$ cat config.mk
export PLATFORM = sky130hd
export DESIGN_NAME = ser_rx_crc_check
export DESIGN_NICKNAME = d
export VERILOG_FILES = /design/src/rtl/ser_rx_crc_check.sv
export SDC_FILE = /design/constraint.sdc
export NUM_CORES = 1
export LEC_CHECK = 0
export CORE_MARGIN = 1
export CORE_UTILIZATION = 57
export CTS_CLUSTER_SIZE = 40
export DETAILED_ROUTE_END_ITERATION = 12
export PLACE_DENSITY = 0.8
export SETUP_SLACK_MARGIN = 0.1
export SYNTH_ARGS = -nofsm -noshare
export SYNTH_HDL_FRONTEND = slang
export SYNTH_SLANG_ARGS = --single-unit
export TNS_END_PERCENT = 30
$ cat constraint.sdc
create_clock -name clk -period 2.45 [get_ports clk]
set_input_delay 0.245 -clock clk [delete_from_list [all_inputs] [get_ports clk]]
set_output_delay 0.245 -clock clk [all_outputs]
set_load 0.03 [all_outputs]
$ cat src/rtl/ser_rx_crc_check.sv
// Bit-serial receiver: rebuilds a 32-bit payload and an optional 16-bit CRC field,
// recomputes CRC-16 over the payload and flags mismatches, aborted or timed-out frames.
module ser_rx_crc_check #(
  parameter logic [15:0] POLY    = 16'h1021,
  parameter logic [15:0] INIT    = 16'h0000,
  parameter int          TIMEOUT = 64
) (
  input  logic        clk,
  input  logic        reset,
  input  logic        mode,
  input  logic        frame_start,
  input  logic        serial_in,
  input  logic        bit_valid,
  output logic [31:0] rx_payload,
  output logic [15:0] rx_crc,
  output logic        rx_valid,
  output logic        crc_err,
  output logic        frame_err,
  output logic        busy
);

  typedef enum logic [1:0] {IDLE, PAYLOAD, CRC, DONE} state_t;

  localparam int            TW      = $clog2(TIMEOUT + 1);
  localparam logic [TW-1:0] TO_LAST = TW'(TIMEOUT - 1);

  state_t        state_q, state_d;
  logic          mode_q;
  logic          pending_q;
  logic          pending_mode_q;
  logic [31:0]   pay_sr;
  logic [15:0]   crc_sr;
  logic [15:0]   crc_q;
  logic [5:0]    bit_cnt;
  logic [TW-1:0] to_cnt;

  logic start, start_mode, take_bit, finish, abort, tout;

  function automatic logic [15:0] crc_step(input logic [15:0] crc, input logic b);
    logic fb;
    fb = b ^ crc[15];
    return {crc[14:0], 1'b0} ^ (fb ? POLY : 16'h0000);
  endfunction

  assign busy = (state_q == PAYLOAD) || (state_q == CRC);

  // NOTE: state registers use non-blocking assignments so every flop samples
  // pre-edge values, independent of process evaluation order.
  always_ff @(posedge clk or negedge reset) begin
    if (!reset) state_q <= IDLE;
    else        state_q <= state_d;
  end

  // NOTE: every output of this block gets a default first, so no path through
  // the case statement can leave a variable unassigned and infer a latch.
  always_comb begin
    state_d    = state_q;
    start      = 1'b0;
    start_mode = mode;
    take_bit   = 1'b0;
    finish     = 1'b0;
    abort      = 1'b0;
    tout       = 1'b0;
    unique case (state_q)
      IDLE: begin
        // A start pulse seen during DONE is replayed here with the mode it carried.
        if (frame_start || pending_q) begin
          start      = 1'b1;
          start_mode = frame_start ? mode : pending_mode_q;
          state_d    = PAYLOAD;
        end
      end
      PAYLOAD, CRC: begin
        if (frame_start) begin
          abort   = 1'b1;
          start   = 1'b1;
          state_d = PAYLOAD;
        end else if (bit_valid) begin
          take_bit = 1'b1;
          if (state_q == PAYLOAD && bit_cnt == 6'd31) begin
            state_d = mode_q ? CRC : DONE;
            finish  = !mode_q;
          end else if (state_q == CRC && bit_cnt == 6'd47) begin
            state_d = DONE;
            finish  = 1'b1;
          end
        end else if (to_cnt == TO_LAST) begin
          tout    = 1'b1;
          state_d = IDLE;
        end
      end
      DONE:    state_d = IDLE;
      default: state_d = IDLE;
    endcase
  end

  always_ff @(posedge clk or negedge reset) begin
    if (!reset) begin
      mode_q         <= 1'b0;
      pending_q      <= 1'b0;
      pending_mode_q <= 1'b0;
      pay_sr         <= '0;
      crc_sr         <= '0;
      crc_q          <= INIT;
      bit_cnt        <= '0;
      to_cnt         <= '0;
      rx_payload     <= '0;
      rx_crc         <= '0;
      rx_valid       <= 1'b0;
      crc_err        <= 1'b0;
      frame_err      <= 1'b0;
    end else begin
      rx_valid  <= 1'b0;
      frame_err <= abort || tout;

      // A data bit coinciding with a start pulse in DONE is not buffered;
      // the replayed frame takes its first bit from the IDLE cycle.
      if (state_q == DONE && frame_start) begin
        pending_q      <= 1'b1;
        pending_mode_q <= mode;
      end else if (start) begin
        pending_q <= 1'b0;
      end

      if (start) begin
        mode_q <= start_mode;
        to_cnt <= '0;
        crc_sr <= '0;
        if (bit_valid) begin
          pay_sr  <= {31'b0, serial_in};
          crc_q   <= crc_step(INIT, serial_in);
          bit_cnt <= 6'd1;
        end else begin
          pay_sr  <= '0;
          crc_q   <= INIT;
          bit_cnt <= '0;
        end
      end else if (take_bit) begin
        to_cnt  <= '0;
        bit_cnt <= bit_cnt + 6'd1;
        if (state_q == PAYLOAD) begin
          pay_sr <= {pay_sr[30:0], serial_in};
          crc_q  <= crc_step(crc_q, serial_in);
        end else begin
          crc_sr <= {crc_sr[14:0], serial_in};
        end
        if (finish) begin
          rx_valid <= 1'b1;
          if (state_q == PAYLOAD) begin
            rx_payload <= {pay_sr[30:0], serial_in};
            rx_crc     <= '0;
            crc_err    <= 1'b0;
          end else begin
            rx_payload <= pay_sr;
            rx_crc     <= {crc_sr[14:0], serial_in};
            crc_err    <= ({crc_sr[14:0], serial_in} != crc_q);
          end
        end
      end else if (busy) begin
        to_cnt <= tout ? '0 : to_cnt + 1'b1;
      end
    end
  end

endmodule
==> run metrics, run 1 <==
busiest grt layer=met2; First DRT Iteration DRCs=299; asr flop ratio synth=100.0%; share of cells above drive strength 1=8.618%; Internal=0.004962 W; VDD IR max=0.9378 mV; Clock Latency Late Sink=520 ps; most numerous cell in the Yosys netlist=dfrtp_1; Die Area=10,990 µm²; Period Utilization, post-route=90.07%; wire length of the first global-routing pass=21,610 µm; synth top area cells=dfrtp_1, nand2_1, mux2i_1; Worst setup SP type=register; Die W=104.8 µm; final instance area=7358 µm²; Synth Flop Type=dfrtp_1; DP HPWL=7806 µm; Hold Crit Class=in -> async; drt drc=0; Placed Instance Area=6726 µm²; vias in the first global route=4,537; cell area after synthesis=6026 µm²; RSZ-0062 raised after global routing=no; final RePlAce weighted congestion=0.8302; hold slack=347.0 ps; Seq cells post-synth=132; Synth area leader=dfrtp_1; nets@finish=673; met3 Usage GRT=5.427%; final cell count without fillers=809; drt wl/cell=15.63 µm; Clock Skews=8.164 ps; TritonCTS clock tree=done; Final min period=2207 ps; most frequent cells after synthesis=dfrtp_1, nand2_1, o21ai_0, a21oi_1, mux2i_1; met2 GRT Util=41.58%; pwr/cell area=1001 nW/µm²; CP Data Arrival Time=1960 ps; CTS buffer count=17; Post-synth EDFFs=0; YS warnings=0; DRT Pass-1 Iters=5; Final Util=71.60%; Syn Nets=621; Chip Height=104.8 µm; final setup fails=0; worst slew pin tran=717.4 ps; library cells used by synthesis=46; total congestion overflow=0; Vias/cell=5.578; # rows=37; FILL cells=719; I/O pin total=58; drt total wl=12,650 µm; Core Box Area=10,280 µm²; Pins Over Slew Limit=0; maxcap violations=0; area share of the largest cell type after synthesis=54.82%; Combinational Power Share=28.8%; via count=4,513; Reg power frac=35.2%; Final ANT Viol Nets=0; Port-buffer cells=57; setup_tns=0 ps; Rel. slew slack=52.17%; clk buf depth=2; Post-CTS Setup Inserts=0; Final Hold Viols=0; initial antenna violation count=0; critical setup path kind=reg -> out; CTS H-tree lvls=4; clock root cell=clkbuf_8; LEAKAGE=3.265 nW; sw power=0.002403 W; sw frac=32.63%; Syn Inst Count=609; largest net degree at the start of global routing=133; Num Clock Sinks=132; Placed Cells=777; status=finished clean; Total GRT Usage=25.07%; clk slew on worst S/H paths=60 ps; crit path capture type=output port; CP max FO=11; Syn-to-layout area delta=22.11%; Initial Utilization=58.63%; average cell area after synthesis=9.895 µm²; GRT met1 Usage=32.67%; ANT cells=0; Clk pwr share=36.1%; register area share after synthesis=54.82%; top achievable clock speed=453.2 MHz; worst endpoint required time=2200 ps
placed cells by master, fill, tap and decap left out, types with 2 or more instances in the layout:
cell type / synthesis / layout
a21oi_1: 39 / 38
a22o_1: 16 / 16
a31oi_1: 2 / 2
and3_1: 5 / 5
buf_12: 0 / 3
buf_4: 5 / 13
bufinv_16: 0 / 5
clkbuf_1: 18 / 2
clkbuf_16: 0 / 16
clkbuf_8: 0 / 2
clkdlybuf4s50_1: 0 / 55
clkinv_2: 0 / 5
dfrtp_1: 132 / 132
ha_1: 6 / 5
inv_1: 22 / 22
mux2_2: 2 / 2
mux2i_1: 37 / 37
nand2_1: 126 / 126
nand2b_1: 17 / 17
nand3_1: 15 / 15
nand3b_1: 2 / 2
nand4_1: 9 / 9
nor2_1: 20 / 19
o211ai_1: 3 / 3
o21ai_0: 61 / 61
o21ai_1: 9 / 9
xnor2_1: 16 / 16
xor2_1: 9 / 9
cell type report:
type | instances | area, µm² | area share (%)
clock inverter | 11 | 182.7 | 2.483
multi-input combinational | 415 | 2457 | 33.40
inverter | 22 | 82.58 | 1.122
sequential | 132 | 3303 | 44.89
clock buffer | 20 | 435.4 | 5.917
timing repair buffer | 73 | 726.9 | 9.879
tap | 136 | 170.2 | 2.313
critical path: stages (launching register included):
cell	delay, ps
dfrtp_1	400
inv_1	100
ha_1	350
buf_4	190
dlygate4sd2_1	410
layer usage:
| metal | up-vias | wire length (µm) |
|---|---|---|
| met5 | - | 0 |
| met4 | 0 | 187 |
| met3 | 21 | 503 |
| met2 | 125 | 6395 |
| met1 | 2195 | 5560 |
| li1 | 2172 | - |
cell families after synthesis:
group,share of synthesized area [%]
and+or+nand+nor,15.03
buffers and inverters,4.713
xor gates and xnor gates,3.634
DFF,54.82
AOI/OAI and AO/OA,14.04
adders and majority gates,1.246
muxes,6.520
state kept, by name (all words and copies together), names as in the netlist:
name and flops:
pending_q 1, rx_crc 16, rx_valid 1, crc_err 1, rx_payload 32, frame_err 1
pending_mode_q 1, crc_sr 15, pay_sr 32, bit_cnt 6, state_q 2, mode_q 1
to_cnt 7, crc_q 16
path summary, 6_finish.rpt:
check | startpoint | to | slack, ps | cells past startpoint
setup / recovery | state_q[0]$_DFFE_PN0P_ | busy | 240 | 4
hold / removal | reset | rx_valid$_DFF_PN0_ | 350 | 3
setup reg to reg | state_q[0]$_DFFE_PN0P_ | crc_sr[3]$_DFFE_PN0P_ | 290 | 7
hold reg to reg | rx_payload[18]$_DFFE_PN0P_ | rx_payload[18]$_DFFE_PN0P_ | 470 | 2
max in group asynchronous | reset | bit_cnt[1]$_DFFE_PN0P_ | 1540 | 3
min in group clk | mode | pending_mode_q$_DFFE_PN0P_ | 380 | 2
repair_timing:
| action | in CTS | in global routing |
|---|---|---|
| setup endpoints to repair | 16 | 49 |
| resized for setup | 2 | 2 |
| hold buffers | 1 | 0 |
| endpoints found under the hold margin | 132 | 0 |
per-stage QoR:
stage | setup slack [ps] | power, W
after floorplan | 271.8 | 0.004163
after global placement | 207.2 | 0.004601
after detailed placement | 88.95 | 0.004691
after CTS | 202.7 | 0.007365
after global routing | 115.0 | 0.007707
final | 243.2 | 0.007364
power by group through the flow:
stage	registers (W)	clock network [W]	logic, W
2_1_floorplan	0.00258	0	0.00158
3_3_place_gp	0.00261	0	0.00199
3_5_place_dp	0.00262	0	0.00207
4_1_cts	0.00259	0.00267	0.00210
5_1_grt	0.00262	0.00279	0.00231
6_report	0.00259	0.00266	0.00212
No activity file was read; power rests on OpenSTA's default activity.
==> inputs of run 2 (changes only) <==
PLACE_DENSITY = 0.9   (was 0.8)
==> run 2 against run 1 <==
Final cell count is 0.25% higher. Combinational power about the same. Sequential power about the same. Largest cell class unchanged.
==> run metrics, run 2 (synthesis gave the netlist of run 1 again) <==
clk buf depth=2 (unchanged); top achievable clock speed=440.1 MHz (was 453.2 MHz); nets@finish=675 (was 673); CTS buffer count=17 (unchanged); Placed Cells=779 (was 777); Vias/cell=5.794 (was 5.578); Chip Height=104.8 µm (unchanged); Final min period=2272 ps (was 2207 ps); CP Data Arrival Time=2740 ps (was 1960 ps); final RePlAce weighted congestion=0.8865 (was 0.8302); Syn-to-layout area delta=21.12% (was 22.11%); clock root cell=clkbuf_8 (unchanged); Reg2Reg Setup Slack=180 ps (was 290 ps); initial antenna violation count=0 (unchanged); total chip power=0.007001 W (was 0.007364 W); Rel. slew slack=56.47% (was 52.17%); Pins Over Slew Limit=0 (unchanged); Clock Skews=7.983 ps (was 8.164 ps); drt wl/cell=16.26 µm (was 15.63 µm); most frequent cells in the layout=dfrtp_1, nand2_1, o21ai_0 (unchanged); status=finished clean (unchanged); First DRT Iteration DRCs=410 (was 299); crit path capture type=register (was output port); maxcap violations=0 (unchanged); Die Area=10,990 µm² (unchanged); drt total wl=13,190 µm (was 12,650 µm); vias in the first global route=4,692 (was 4,537); TritonCTS clock tree=done (unchanged); CTS H-tree lvls=4 (unchanged); Final Util=71.01% (was 71.60%); share of cells above drive strength 1=9.037% (was 8.618%); Placed Instance Area=6729 µm² (was 6726 µm²); FILL cells=710 (was 719); final cell count without fillers=811 (was 809); DRT Pass-1 Iters=5 (unchanged); Hold Crit Class=in -> async (unchanged); CP max FO=15 (was 11); Clock Latency Late Sink=530 ps (was 520 ps); Port-buffer cells=57 (unchanged); CP max-delay cell=nor2_2 (was dlygate4sd2_1); Top delay family on crit path=compound AO/OA/AOI/OAI gates (was buffers and inverters); Initial Utilization=58.63% (unchanged); ANT cells=0 (unchanged); Total GRT Usage=26.02% (was 25.07%); commonest non-fill, non-tap cell in the layout=dfrtp_1 (unchanged); Period Utilization, post-route=92.74% (was 90.07%); critical setup path kind=reg -> reg (was reg -> out); Die W=104.8 µm (unchanged); Buf+Inv Stages, Crit Path=2 (was 3); setup_tns=0 ps (unchanged); worst stage delay on the critical path=540 ps (was 410 ps); via count=4,699 (was 4,513); Largest regs=pay_sr (32), rx_payload (32) (unchanged); worst endpoint required time=2910 ps (was 2200 ps); wire length of the first global-routing pass=22,290 µm (was 21,610 µm); Final ANT Viol Nets=0 (unchanged); clk slew on worst S/H paths=60 ps (about the same); Core Box Area=10,280 µm² (unchanged); final setup fails=0 (unchanged); total congestion overflow=0 (unchanged); pwr/cell area=959.2 nW/µm² (was 1001 nW/µm²); worst slew pin tran=652.2 ps (was 717.4 ps); # rows=37 (unchanged); I/O pin total=58 (unchanged); final instance area=7298 µm² (was 7358 µm²); RSZ-0062 raised after global routing=yes (was no); VDD IR max=0.9217 mV (was 0.9378 mV); LEAKAGE=3.240 nW (was 3.265 nW); Worst setup SP type=register (unchanged); Num Clock Sinks=132 (unchanged); Final Hold Viols=0 (unchanged); drt drc=0 (unchanged); DP HPWL=8248 µm (was 7806 µm); crit-path cells=inv_1 -> ha_1 -> o21ai_0 -> buf_4 -> a21oi_4 -> nor2_2 -> a22o_1 (was inv_1 -> ha_1 -> buf_4 -> dlygate4sd2_1); largest net degree at the start of global routing=100 (was 133)
run 2: cell count changes in the layout (fill, tap and decap cells not counted), sizes merged:
cell,delta
clkbuf,+2
clkinv,+1
clkinvlp,+2
dlygate4sd2,-1
bufinv,-4
buf,+1
dlymetal6s2s,+1
run 2: layout make-up:
cell class	instances	area, µm²	area share [%]
flip-flops and latches	132	3303	45.26
multi-input cells	415	2457	33.67
repair buffers	75	743.2	10.18
clock buffers	21	459.2	6.292
well taps	136	170.2	2.332
clock inverters	10	82.58	1.131
inverters	22	82.58	1.131
run 2: power by group:
part           switching [W]  total (W)  internal [W]
Sequential          0.000201    0.00259       0.00239
Clock               0.000901    0.00231       0.00141
Combinational        0.00131    0.00210      0.000798
run 2: final timing paths:
check | startpoint | endpoint | depth (start not counted)
max | state_q[0]$_DFFE_PN0P_ | crc_sr[14]$_DFFE_PN0P_ | 7
min | reset | rx_payload[17]$_DFFE_PN0P_ | 2
max reg2reg | state_q[0]$_DFFE_PN0P_ | crc_sr[14]$_DFFE_PN0P_ | 7
min reg2reg | rx_payload[22]$_DFFE_PN0P_ | rx_payload[22]$_DFFE_PN0P_ | 2
max in group asynchronous | reset | crc_sr[7]$_DFFE_PN0P_ | 3
min in group clk | mode | pending_mode_q$_DFFE_PN0P_ | 2
run 2: stage by stage:
stage	hold WS, ps	setup slack (ps)
floorplan	-50.59	271.8
global placement	242.8	242.0
detailed placement	246.4	-0.7720
CTS	230.2	79.85
global route	259.5	26.21
finish	227.9	177.9
run 2: routing by layer:
layer	part of all wire, %	global-route usage, %	wire length, µm	vias to the layer above
li1	-	-	-	2170
met1	41	31.67	5459	2316
met2	52	44.37	6844	180
met3	4.4	5.115	583	33
met4	2.3	12.78	299	0
met5	0	0	0	-
run 2: timing repair:
| item | CTS | global route |
|---|---|---|
| buffers inserted | 0 | 0 |
| endpoints found under the setup margin | 16 | 82 |
| hold buffers | 1 | 0 |
| resized for setup | 1 | 6 |
| endpoints found under the hold margin | 39 | 0 |
==> inputs of run 3 (changes only) <==
GPL_TIMING_DRIVEN = 0   (was default)
HOLD_SLACK_MARGIN = 0.06   (was default)
==> run 3 against run 2 <==
Design area grew 1.7%. Non-clock buffer count rose by 22. Critical path depth increased by 2. First-iteration DRC count is 10% lower. Die area unchanged. Sequential share of layout area is 0.78 points lower. Wire length is 7.8% higher. Clock power rose by 8.7%. Combinational power increased by 4%.
==> run metrics, run 3 (synthesis gave the netlist of run 1 again) <==
clk buf depth=2 (unchanged); # rows=37 (unchanged); Die W=104.8 µm (unchanged); Die Area=10,990 µm² (unchanged); Total GRT Usage=27.65% (was 26.02%); commonest non-fill, non-tap cell in the layout=dfrtp_1 (unchanged); largest net degree at the start of global routing=87 (was 100); worst endpoint required time=2860 ps (was 2910 ps); endpoint of the worst-slack reg-to-reg timing path=rx_payload[11]$_DFFE_PN0P_ (was crc_sr[14]$_DFFE_PN0P_); Placed Cells=801 (was 779); Reg2Reg Setup Slack=240 ps (was 180 ps); Reg2Reg Depth=9 (was 7); Final min period=2206 ps (was 2272 ps); clk slew on worst S/H paths=60 ps (about the same); First DRT Iteration DRCs=369 (was 410); Placed Instance Area=6775 µm² (was 6729 µm²); nets@finish=698 (was 675); drt wl/cell=17.02 µm (was 16.26 µm); TritonCTS clock tree=done (unchanged); status=finished clean (unchanged); Post-Place Setup Slack=94.45 ps (was -0.7720 ps); final instance area=7426 µm² (was 7298 µm²); final cell count without fillers=835 (was 811); pwr/cell area=981.7 nW/µm² (was 959.2 nW/µm²); critical setup path kind=reg -> reg (unchanged); worst slew pin tran=740.5 ps (was 652.2 ps); initial antenna violation count=0 (unchanged); worst setup margin=243.7 ps (was 177.9 ps); Rel. slew slack=50.64% (was 56.47%); crit path capture type=register (unchanged); drt total wl=14,210 µm (was 13,190 µm); final RePlAce weighted congestion=0.8275 (was 0.8865); drt drc=0 (unchanged); Chip Height=104.8 µm (unchanged); Final ANT Viol Nets=0 (unchanged); CTS buffer count=17 (unchanged); final setup fails=0 (unchanged); hold slack=77.88 ps (was 227.9 ps); Vias/cell=5.778 (was 5.794); wire length of the first global-routing pass=23,580 µm (was 22,290 µm); Initial Utilization=58.63% (unchanged); hold path startpoint=frame_start; Port-buffer cells=55 (was 57); Clock Skews=9.399 ps (was 7.983 ps); Pins Over Slew Limit=0 (unchanged); share of cells above drive strength 1=10.44% (was 9.037%); Worst setup SP type=register (unchanged); LEAKAGE=3.286 nW (was 3.240 nW); Final Hold Viols=0 (unchanged); Hold Crit Class=in -> reg (was in -> async); DRT Pass-1 Iters=7 (was 5); DP HPWL=9077 µm (was 8248 µm); I/O pin total=58 (unchanged); total congestion overflow=0 (unchanged); Core Box Area=10,280 µm² (unchanged); top achievable clock speed=453.3 MHz (was 440.1 MHz); Post-CTS Setup Inserts=0 (unchanged); ANT cells=0 (unchanged); critical register-to-register path startpoint=state_q[1]$_DFFE_PN0P_ (was state_q[0]$_DFFE_PN0P_); maxcap violations=0 (unchanged); RSZ-0062 raised after global routing=no (was yes); Syn-to-layout area delta=23.24% (was 21.12%); Largest regs=pay_sr (32), rx_payload (32) (unchanged); most frequent cells in the layout=dfrtp_1, nand2_1, o21ai_0 (unchanged); Final Util=72.25% (was 71.01%); hold depth=2; Clock Latency Late Sink=540 ps (was 530 ps); CTS H-tree lvls=4 (unchanged); Num Clock Sinks=132 (unchanged); CP Data Arrival Time=2610 ps (was 2740 ps); Period Utilization, post-route=90.05% (was 92.74%); vias in the first global route=4,874 (was 4,692); CP max FO=10 (was 15); via count=4,825 (was 4,699); VDD IR max=0.6821 mV (was 0.9217 mV); WHS Endpoint=frame_err$_DFF_PN0_; clock root cell=clkbuf_8 (unchanged)
==> run 3: cell count changes in the layout (fill, tap and decap cells not counted), sizes merged, moves of 2 or more <==
cell,delta
clkbuf,+13
clkinvlp,+2
clkdlybuf4s50,-2
buf,+8
bufinv,+2
==> run 3: cell type report <==
class                   count  area [µm²]
clock buffers              18       427.9
inverters                  22       82.58
flip-flops and latches    132        3303
repair buffers             57       588.1
plain buffers              40       215.2
fillers                   709        2851
well taps                 136       170.2
multi-input cells         416        2477
clock inverters            14       161.4
==> run 3: power breakdown <==
group          leakage (nW)  switching [W]  internal, W
registers              1.81       0.000206      0.00239
logic                  1.19        0.00137     0.000813
clock network         0.278       0.000945      0.00157
total                  3.29        0.00252      0.00477
==> run 3: timing repair <==
action / in CTS / in global routing
hold buffers: 1 / 0
hold endpoints to repair: 46 / 0
endpoints found under the setup margin: 10 / 85
gates resized for setup: 2 / 21
cloned: 0 / 1
==> run 3: critical path, cell delays in order, from the launching register on <==
cell       delay, ps
dfrtp_1          410
inv_1            150
ha_1             180
buf_2            230
nand3b_1         150
a21oi_4          240
o2111ai_4        240
clkbuf_2         270
nand2_1          110
o21ai_0           80
==> run 3: worst max-delay path by stage <==
stage                                 startpoint                    endpoint  slack, ps  cells after the start
after floorplan           state_q[0]$_DFFE_PN0P_         crc_err$_DFFE_PN0P_        270                     10
after global placement                     reset        crc_q[6]$_DFFE_PN0P_      -3650                      1
after detailed placement  state_q[0]$_DFFE_PN0P_   rx_payload[3]$_DFFE_PN0P_         90                      9
after CTS                 state_q[0]$_DFFE_PN0P_       rx_crc[6]$_DFFE_PN0P_        100                      9
after global routing      state_q[1]$_DFFE_PN0P_  rx_payload[17]$_DFFE_PN0P_        100                      8
final                     state_q[1]$_DFFE_PN0P_  rx_payload[11]$_DFFE_PN0P_        240                      9
==> run 3: per-layer routing <==
metal  up-vias  track usage (%)  share of wire (%)
li1       2237                -                  -
met1      2391            33.73                 42
met2       167            47.49                 51
met3        30            7.611                5.1
met4         0            9.155                1.9
met5         -                0                  0
==> run 3: metrics by stage <==
| step | TNS [ps] | power (W) |
|---|---|---|
| 6_report | 0 | 0.007290 |
| 5_1_grt | 0 | 0.007631 |
| 4_1_cts | 0 | 0.007233 |
| 3_5_place_dp | 0 | 0.004692 |
| 3_3_place_gp | -481140 | 0.004600 |
| 2_1_floorplan | 0 | 0.004163 |
